### src/rtl/fetch_unit.sv
// PC generation and fetch sequencing in front of a 1-cycle registered instruction memory.
// Optional FETCH_PERF_EN adds transfer and stall counters.
module fetch_unit #(
    parameter int                  PC_WIDTH  = 32,
    parameter int                  I_WIDTH   = 32,
    parameter int                  IMEM_SIZE = 2**15,
    parameter int                  ADD_WIDTH = $clog2(IMEM_SIZE >> 2),
    parameter logic [PC_WIDTH-1:0] RESET_PC  = '0
) (
    input  logic                 clk,
    input  logic                 rst_n,
    input  logic                 redirect_valid,
    input  logic [PC_WIDTH-1:0]  redirect_pc,
    output logic [ADD_WIDTH-1:0] imem_addr,
    output logic                 imem_go,
    input  logic [I_WIDTH-1:0]   imem_instr,
    output logic                 out_valid,
    input  logic                 out_ready,
    output logic [I_WIDTH-1:0]   out_instr,
    output logic [PC_WIDTH-1:0]  out_pc,
`ifdef FETCH_PERF_EN
    output logic [31:0]          perf_fetch_cnt,
    output logic [31:0]          perf_stall_cnt,
`endif
    output logic                 misalign_err
);

    typedef enum logic [1:0] {
        BOOT = 2'd0,
        RUN  = 2'd1,
        HALT = 2'd2
    } state_t;

    state_t               state;
    state_t               state_next;
    logic [PC_WIDTH-1:0]  fetch_pc;
    logic [PC_WIDTH-1:0]  resp_pc;
    logic                 resp_valid;
    logic                 redir_ok;
    logic                 redir_bad;
    logic                 hold;
    logic                 go;

    assign redir_ok  = redirect_valid & (redirect_pc[1:0] == 2'b00);
    assign redir_bad = redirect_valid & (redirect_pc[1:0] != 2'b00);
    assign hold      = resp_valid & ~out_ready;

    // State register
    always_ff @(posedge clk or negedge rst_n) begin
        if (!rst_n) begin
            state <= BOOT;
        end else begin
            state <= state_next;
        end
    end

    // Next-state logic: redirects win over the BOOT->RUN step
    always_comb begin
        state_next = state;
        if (redir_ok) begin
            state_next = RUN;
        end else if (redir_bad) begin
            state_next = HALT;
        end else if (state == BOOT) begin
            state_next = RUN;
        end
    end

    // Output logic: go doubles as the memory clock-enable, so it must drop while holding
    always_comb begin
        go = 1'b0;
        if (state == RUN) begin
            go = ~hold & ~redirect_valid;
        end
    end

    assign imem_go   = go;
    assign imem_addr = fetch_pc[ADD_WIDTH+1:2];
    assign out_valid = resp_valid;
    assign out_pc    = resp_pc;
    assign out_instr = imem_instr;

    always_ff @(posedge clk or negedge rst_n) begin
        if (!rst_n) begin
            fetch_pc     <= RESET_PC;
            resp_pc      <= '0;
            resp_valid   <= 1'b0;
            misalign_err <= 1'b0;
        end else if (redir_ok) begin
            fetch_pc     <= redirect_pc;
            resp_valid   <= 1'b0;
            misalign_err <= 1'b0;
        end else if (redir_bad) begin
            resp_valid   <= 1'b0;
            misalign_err <= 1'b1;
        end else if (go) begin
            resp_pc      <= fetch_pc;
            resp_valid   <= 1'b1;
            fetch_pc     <= fetch_pc + PC_WIDTH'(4);
        end else if (!hold) begin
            resp_valid   <= 1'b0;
        end
    end

`ifdef FETCH_PERF_EN
    always_ff @(posedge clk or negedge rst_n) begin
        if (!rst_n) begin
            perf_fetch_cnt <= '0;
            perf_stall_cnt <= '0;
        end else begin
            if (resp_valid && out_ready) begin
                perf_fetch_cnt <= perf_fetch_cnt + 32'd1;
            end
            if (hold) begin
                perf_stall_cnt <= perf_stall_cnt + 32'd1;
            end
        end
    end
`endif

endmodule

### config.mk
export PLATFORM = sky130hd
export DESIGN_NAME = fetch_unit
export DESIGN_NICKNAME = d
export VERILOG_FILES = /design/src/rtl/fetch_unit.sv
export SDC_FILE = /design/constraint.sdc
export NUM_CORES = 1
export LEC_CHECK = 0
export ABC_AREA = 1
export BUFFER_PORTS_ARGS = -buffer_cell sky130_fd_sc_hd__buf_4
export CORE_MARGIN = 10
export CORE_UTILIZATION = 53
export DETAILED_ROUTE_END_ITERATION = 12
export PLACE_DENSITY_LB_ADDON = 0.12
export SETUP_SLACK_MARGIN = 0.5
export SKIP_CTS_REPAIR_TIMING = 1
export SYNTH_ARGS = -nofsm -noshare
export SYNTH_HDL_FRONTEND = slang
export SYNTH_SLANG_ARGS = --single-unit
### constraint.sdc
create_clock -name clk -period 3.8 [get_ports clk]
set_input_delay 0.95 -clock clk [delete_from_list [all_inputs] [get_ports clk]]
set_output_delay 0.95 -clock clk [all_outputs]
set_load 0.05 [all_outputs]
==> results_dict.tcl, run 1 <==
set metrics [dict create \
    clk_pin_slew_ns 0.07 \
    clk_latency_ns 0.35 \
    ioPinCount 148 \
    syn_area_per_cell_um2 7.57 \
    start_kind "input pin" \
    wire_per_inst_um 15.7 \
    drt-total-wl_um 10200 \
    cts_tree "built" \
    cts_sinks 68 \
    antenna_found_initial 0 \
    grt_pass1_wl_um 16700 \
    r2r_end "fetch_pc[25]" \
    grt_pass1_vias 3403 \
    peakVddDrop_v 0.000426 \
    ys_warn_count 0 \
    clockRootBuffer "clkbuf_8" \
    finalCriticalPeriod_ns 2.56 \
    max_freq_mhz 391 \
    global_route.overflow_total 0 \
    holdWs_ns 0.488 \
    critical_path_class "in -> out" \
    synth_edf_count 0 \
    slew_viol_final 0 \
    numCtsBuffers 9 \
    crit_path_end_kind "output port" \
    fp.dieArea_um2 11100 \
    place.gp.congestion 0.874 \
    path_max_fanout 5 \
    port-buffer-count 83 \
    critPathRequiredTime_ns 2.85 \
    antenna_cells 0 \
    period_share_pct 67.3 \
    drt_iter0_drc 223 \
    num_rows 31 \
    layout.nets 615 \
    status "finished, final reports clean" \
    arrival_ns 1.61 \
    min_path_type "reg -> reg" \
    die_y_um 105 \
    syn-num-nets 578 \
    rr_worst_depth 7 \
    clockBufferDepth 2 \
    tns_ns 0 \
    p_per_area_nw_per_um2 658 \
    h-tree-depth 3 \
    ant_nets 0 \
    setup_violations 0 \
    coreArea_um2 7180 \
    clock_skew_ns 0.00873 \
    drc 0 \
    leakagePower_nw 2.14 \
    rrSetupSlack_ns 2.11 \
    ys_seq_elements 68 \
    synth_cells 509 \
    die_w_um 105 \
    syn_to_final_growth_pct 13.6 \
    worst_slew_pin_slew_ns 0.881 \
    grt_setup_unrepaired "false" \
    synth_top_area_share_pct 44.1 \
    drtPass1Iterations 6 \
    yosys.area.top_type "dfrtp_1" \
    crit_start "redirect_valid" \
    synth_cell_types 34 \
    dp_hpwl_um 7360 \
    rr_startpoint "state[1]" \
    ys_seq_area_share_pct 44.1 \
    grt_max_degree 69 \
    synth_area_um2 3850 \
    initial_core_util_pct 53.7 \
    cp-endpoint "imem_go" \
    ys.flop_type "dfrtp_1" \
    drive_above_1_share_pct 22.5 \
    track_usage_pct 18.3 \
    via_per_inst 5.19 \
    finalHoldViolCount 0 \
    synthTopCellsByArea "dfrtp_1 44%, nand2_1 14%, buf_4 9.0%" \
    worstHoldStart "out_pc[13]" \
    cap_violations 0 \
    slew_headroom_pct 41.2 \
    synth_async_sr_flop_share_pct 100 \
    vias 3372 \
]
-- sequential cells by signal, summed over array words and instances (netlist names) --
| register | count |
|---|---|
| out_pc | 32 |
| state | 2 |
| fetch_pc | 32 |
| out_valid | 1 |
| misalign_err | 1 |
-- Yosys cell counts (all sizes together) (2+ instances only) --
master and count:
a21oi 3, a22oi 2, buf 55, clkbuf 4
dfrtp 68, inv 41, nand2 151, nand3 32
nand4 6, nor2 84, nor3 2, o211ai 9
o21a 4, o21ai 33, o21bai 2, or2 2
xnor2 2, xor2 2
-- how the worst min path moves through the flow --
stage / to / cells after the start
floorplan: fetch_pc[0] / 2
global placement: out_pc[2] / 2
detailed placement: out_pc[8] / 2
CTS: out_pc[8] / 2
global route: out_pc[9] / 1
finish: out_pc[13] / 2
-- worst max-delay path: stages --
cell	delay [ns]
buf_4	0.13
inv_1	0.10
nand3_2	0.11
inv_1	0.11
buf_4	0.21
-- through the flow --
step	area [µm²]	total power [mW]	setup WS, ns	utilization (%)	cells
finish	4380	2.88	1.24	61.0	650
global route	4380	3.05	1.19	61.0	650
CTS	4380	2.90	1.24	61.0	650
detailed placement	4210	2.38	1.04	58.7	634
global placement	4210	2.36	1.11	58.7	634
floorplan	3850	2.09	1.18	-	509
-- power by group --
part	total [mW]	internal, mW	switching, mW
Combinational	1.25	0.371	0.875
Clock	0.526	0.233	0.293
Sequential	1.11	0.924	0.186
Total	2.88	1.53	1.35
-- final cells by class --
type | instances | area [µm²]
fillers | 680 | 2800
repair buffers | 85 | 638
inverters | 41 | 154
flip-flops and latches | 68 | 1700
clock buffers | 9 | 124
well taps | 99 | 124
multi-input cells | 341 | 1590
clock inverters | 7 | 43.8
-- cell families after synthesis --
kind of cell / Yosys count / share of synthesized area (%)
xor gates and xnor gates: 4 / 0.909
AOI/OAI and AO/OA: 57 / 8.73
buffers and inverters: 100 / 14.5
DFF: 68 / 44.1
adders and majority gates: 1 / 0.325
and+or+nand+nor: 279 / 31.4
-- per-layer routing --
| layer | track usage [%] | wire [µm] | up-vias |
|---|---|---|---|
| met4 | 7.16 | 155 | 0 |
| met2 | 27.9 | 4480 | 135 |
| met5 | 0 | 0 | - |
| li1 | - | - | 1635 |
| met3 | 6.15 | 944 | 16 |
| met1 | 23.6 | 4660 | 1586 |
-- layout by cell type, fill, tap and decap left out, drive strengths merged --
cell	n
nand2	151
buf	85
nor2	84
dfrtp	68
inv	41
o21ai	33
nand3	32
o211ai	9
clkbuf	9
nand4	6
clkinv	5
o21a	4
a21oi	3
nor3	2
a22oi	2
xor2	2
o21bai	2
xnor2	2
or2	2
clkinvlp	2
and2	1
o22ai	1
o221ai	1
a211oi	1
nand3b	1
a31oi	1
ha	1
No activity file was read; power rests on OpenSTA's default activity.
==> run 2, diff against run 1 <==
--- a/config.mk
+++ b/config.mk
@@ -8,7 +8,7 @@
 export ABC_AREA = 1
 export BUFFER_PORTS_ARGS = -buffer_cell sky130_fd_sc_hd__buf_4
 export CORE_MARGIN = 10
-export CORE_UTILIZATION = 53
+export CORE_UTILIZATION = 49
 export DETAILED_ROUTE_END_ITERATION = 12
 export PLACE_DENSITY_LB_ADDON = 0.12
 export SETUP_SLACK_MARGIN = 0.5
==> constraint.sdc (replaced) <==
create_clock -name clk -period 2.4 [get_ports clk]
set_input_delay 0.6 -clock clk [delete_from_list [all_inputs] [get_ports clk]]
set_output_delay 0.6 -clock clk [all_outputs]
set_load 0.05 [all_outputs]
==> run 2 against run 1 <==
Clock-buffer cell count is 3 higher. Critical path type is now reg -> out. Global-route usage shrank 1.1 points. Highest routed layer unchanged. Clock power is 86% higher. Combinational power rose by 59%. Wire length shrank 2.7%. Cell area is 2.7% higher. Critical path depth is 1 lower. Clock skew is essentially flat.
==> results_dict.tcl, run 2 (synthesis gave the netlist of run 1 again) <==
set metrics [dict create \
    slew_viol_final 0 \
    antenna_cells 0 \
    cts_sinks 68 \
    layout.nets 621 \
    path_max_fanout 3 \
    slowest_delay_ns 0.41 \
    dp_hpwl_um 7370 \
    setup_violations 0 \
    comb_power_share_pct 42.1 \
    port-buffer-count 83 \
    vias 3371 \
    die_w_um 109 \
    antenna_found_initial 0 \
    worst_slew_pin_slew_ns 0.481 \
    crit_path_end_kind "output port" \
    cts_tree "built" \
    grt_pass1_vias 3346 \
    ioPinCount 148 \
    clockRootBuffer "clkbuf_8" \
    fp.dieArea_um2 11800 \
    critPathRequiredTime_ns 1.80 \
    power.switching_mw 2.13 \
    grt_pass1_wl_um 16400 \
    switching_share_pct 45.0 \
    drtPass1Iterations 5 \
    clockBufferDepth 2 \
    tns_ns 0 \
    multi_input_area_um2 1600 \
    fillers 740 \
    place.gp.congestion 0.884 \
    leakagePower_nw 2.20 \
    min_path_type "in -> async" \
    critical_path_class "reg -> out" \
    clkPwrFrac_pct 20.7 \
    critical_path.cell_chain "nor2_2 -> nand3_2 -> inv_2 -> buf_8" \
    clk_pin_slew_ns 0.08 \
    final_cell_mix "143 x nand2_1, 88 x buf_4, 73 x nor2_1, 68 x dfrtp_1, 38 x inv_1" \
    coreArea_um2 7690 \
    wire_per_inst_um 15.1 \
    p_int_mw 2.60 \
    initial_core_util_pct 50.1 \
    clock_skew_ns 0.00838 \
    arrival_ns 1.20 \
    global_route.overflow_total 0 \
    ant_nets 0 \
    holdWs_ns 0.176 \
    start_kind "flop" \
    finalHoldViolCount 0 \
    p_per_area_nw_per_um2 1050 \
    syn_to_final_growth_pct 16.7 \
    final_core_util_pct 58.5 \
    drt_iter0_drc 151 \
    clk_latency_ns 0.34 \
    crit_slowest_cell "dfrtp_1" \
    cap_violations 0 \
    grt_max_degree 63 \
    drt-total-wl_um 9960 \
    drive_above_1_share_pct 23.5 \
    status "finished, final reports clean" \
    slew_headroom_pct 67.9 \
    grt_setup_unrepaired "false" \
    finalCriticalPeriod_ns 1.80 \
    die_y_um 109 \
    h-tree-depth 3 \
    p_seq_share_pct 37.2 \
    period_share_pct 75.0 \
    max_freq_mhz 556 \
    numCtsBuffers 9 \
    final_common_cell "nand2_1" \
    track_usage_pct 17.3 \
    via_per_inst 5.12 \
    drc 0 \
    peakVddDrop_v 0.000616 \
    num_rows 32 \
    seq_area_um2 1700 \
]
## run 2: worst paths after layout
check,start,to,slack (ns),cells after the start
worst max-delay path,state[1],imem_go,0.60,4
worst max register to register,state[1],fetch_pc[28],0.75,9
max in group asynchronous,rst_n,fetch_pc[27],1.67,2
worst min register to register,out_pc[2],out_pc[2],0.49,2
worst min-delay path,rst_n,out_pc[0],0.18,1
min in group clk,redirect_pc[11],fetch_pc[11],0.48,3
## run 2: cell type report
type	count	share of cell area, %
Timing Repair Buffer	91	15.9
Multi-Input combinational cell	341	35.5
Clock inverter	4	1.06
Sequential cell	68	37.8
Tap cell	102	2.84
Inverter	41	3.42
Clock buffer	12	3.45
## run 2: through the flow
| stage | total power [mW] | worst slack, ns | area (µm²) | instances |
|---|---|---|---|---|
| after floorplan | 3.31 | 0.546 | 3860 | 509 |
| after global placement | 3.74 | 0.516 | 4270 | 641 |
| after detailed placement | 3.78 | 0.472 | 4270 | 641 |
| after CTS | 4.76 | 0.457 | 4470 | 657 |
| after global routing | 5.00 | 0.544 | 4500 | 659 |
| final | 4.72 | 0.600 | 4500 | 659 |
## run 2: critical path, delay by kind of cell, from the launching register on
family / cells / cell delay [ns]
AND/OR/NAND/NOR: 2 / 0.20
flip-flops: 1 / 0.41
buffers and inverters: 2 / 0.24
## run 2: power by group through the flow
stage	clock network, mW	logic [mW]	registers [mW]
floorplan	0	0.921	2.39
global placement	0	1.98	1.77
detailed placement	0	2.01	1.77
CTS	0.991	2.01	1.76
global route	1.05	2.15	1.81
finish	0.976	1.99	1.76
## run 2: metal layers
metal | track usage, % | up-vias | part of all wire [%]
met5 | 0 | - | 0
met4 | 5.18 | 0 | 1.3
met3 | 6.14 | 23 | 9.6
met2 | 26.9 | 118 | 45
met1 | 22.0 | 1576 | 44
li1 | - | 1654 | -
==> run 3, diff against run 2 <==
--- a/config.mk
+++ b/config.mk
@@ -8,7 +8,7 @@
 export ABC_AREA = 1
 export BUFFER_PORTS_ARGS = -buffer_cell sky130_fd_sc_hd__buf_4
 export CORE_MARGIN = 10
-export CORE_UTILIZATION = 49
+export CORE_UTILIZATION = 45
 export DETAILED_ROUTE_END_ITERATION = 12
 export PLACE_DENSITY_LB_ADDON = 0.12
 export SETUP_SLACK_MARGIN = 0.5
==> constraint.sdc (replaced) <==
create_clock -name clk -period 1.5 [get_ports clk]
set_input_delay 0.375 -clock clk [delete_from_list [all_inputs] [get_ports clk]]
set_output_delay 0.375 -clock clk [all_outputs]
set_load 0.05 [all_outputs]
==> run 3 against run 2 <==
The run now ends with negative hold slack, negative setup slack left. Clock power up 29%. Die area up 7.2%. Hold slack worse by 0.23 ns. Clock skew up 0.0058 ns. Sequential power up 65%. Global-route usage down 0.76 points. Cell area up 25%. Utilization up 9.7 points. Register-to-register slack worse by 0.85 ns. Worst setup slack worse by 0.73 ns. Sequential share of layout area down 7.4 points. Critical path type unchanged. Critical endpoint unchanged. Largest power group unchanged.
==> results_dict.tcl, run 3 (synthesis gave the netlist of run 1 again) <==
set metrics [dict create \
    leakagePower_nw 2.71 \
    grt_max_degree 31 \
    h-tree-depth 3 \
    slew_headroom_pct 75.7 \
    violations "negative hold slack, negative setup slack" \
    die_w_um 113 \
    final_core_util_pct 68.2 \
    finalHoldViolCount 21 \
    ioPinCount 148 \
    arrival_ns 1.25 \
    clock_skew_ns 0.0141 \
    syn_to_final_growth_pct 46.2 \
    path_buf_inv 2 \
    crit_slowest_cell "dfrtp_1" \
    critPathRequiredTime_ns 1.12 \
    cts_tree "built" \
    period_share_pct 109 \
    slew_viol_final 0 \
    peakVddDrop_v 0.000685 \
    tns_ns -0.688 \
    port-buffer-count 83 \
    critical_path.cell_chain "nor2_4 -> nand3_4 -> clkinv_4 -> buf_8" \
    via_per_inst 5.03 \
    drtPass1Iterations 5 \
    holdWs_ns -0.0559 \
    place.gp.congestion 0.849 \
    multi_input_area_um2 1880 \
    grt_pass1_wl_um 17500 \
    critical_path_class "reg -> out" \
    clockBufferDepth 2 \
    min_path_type "in -> async" \
    cts_sinks 68 \
    drive_above_1_share_pct 42.9 \
    cpLargestDelayFamily "flip-flops" \
    clockRootBuffer "clkbuf_8" \
    dpl-instance-area_um2 4550 \
    p_per_area_nw_per_um2 1500 \
    worst_slew_pin_slew_ns 0.365 \
    global_route.overflow_total 0 \
    numCtsBuffers 9 \
    dp_hpwl_um 8380 \
    drt-total-wl_um 11900 \
    start_kind "flop" \
    cap_violations 0 \
    drt_iter0_drc 151 \
    seq_area_um2 1720 \
    layout_setup_ws_ns -0.128 \
    vias 3665 \
    clk_latency_ns 0.34 \
    coreArea_um2 8260 \
    instances_no_fill 729 \
    wire_per_inst_um 16.3 \
    initial_core_util_pct 46.7 \
    dp_cells 670 \
    grt_pass1_vias 3401 \
    final_common_cell "nand2_1" \
    antenna_found_initial 0 \
    ant_nets 0 \
    die_y_um 113 \
    final_cell_mix "121 x nand2_1, 85 x buf_4, 57 x dfrtp_1, 55 x buf_6, 53 x nor2_1" \
    path_max_fanout 5 \
    track_usage_pct 16.5 \
    finalCriticalPeriod_ns 1.63 \
    fillers 672 \
    layout.nets 690 \
    status "finished, violations left" \
    num_rows 33 \
    slowest_delay_ns 0.43 \
    crit_path_end_kind "output port" \
    drc 0 \
    setup_violations 14 \
    final_area_um2 5640 \
    fp.dieArea_um2 12700 \
    grt_setup_unrepaired "true" \
    max_freq_mhz 614 \
    clk_pin_slew_ns 0.08 \
    antenna_cells 0 \
]
-- run 3: cell count changes in the layout (fill, tap and decap cells not counted), sizes merged --
| cell | previous run | this run |
|---|---|---|
| bufinv | 1 | 0 |
| inv | 41 | 40 |
| clkinv | 2 | 3 |
| buf | 91 | 159 |
-- run 3: power breakdown --
part | leakage, nW | switching [mW] | internal [mW]
registers | 0.832 | 0.551 | 2.36
clock network | 0.0750 | 0.687 | 0.578
logic | 1.80 | 2.51 | 1.75
-- run 3: worst paths after layout --
path | startpoint | endpoint | slack, ns | cells after the start
max | state[1] | imem_go | -0.13 | 4
min | rst_n | out_pc[4] | -0.06 | 1
max reg2reg | state[1] | fetch_pc[5] | -0.10 | 11
min reg2reg | fetch_pc[0] | fetch_pc[0] | 0.50 | 2
max in group asynchronous | rst_n | fetch_pc[18] | 1.04 | 2
min in group clk | redirect_pc[27] | fetch_pc[27] | 0.26 | 3
-- run 3: layout make-up --
cell class | count | share of cell area (%)
Clock buffer | 11 | 2.33
Clock inverter | 3 | 0.311
Inverter | 41 | 2.82
Multi-Input combinational cell | 341 | 33.4
Sequential cell | 68 | 30.4
Tap cell | 105 | 2.33
Timing Repair Buffer | 160 | 28.4
-- run 3: stage by stage --
stage	total power [mW]	setup WS [ns]
2_1_floorplan	5.34	0.124
3_3_place_gp	6.18	0.0328
3_5_place_dp	6.23	0.0161
4_1_cts	7.49	-0.347
5_1_grt	8.86	-0.182
6_report	8.43	-0.128
-- run 3: layer usage --
layer	track usage, %	part of all wire, %	vias up	wire, µm
met4	3.72	0.99	0	118
met2	26.2	48	122	5750
met5	0	0	-	0
met1	21.5	44	1728	5240
li1	-	-	1793	-
met3	5.11	6.5	22	778
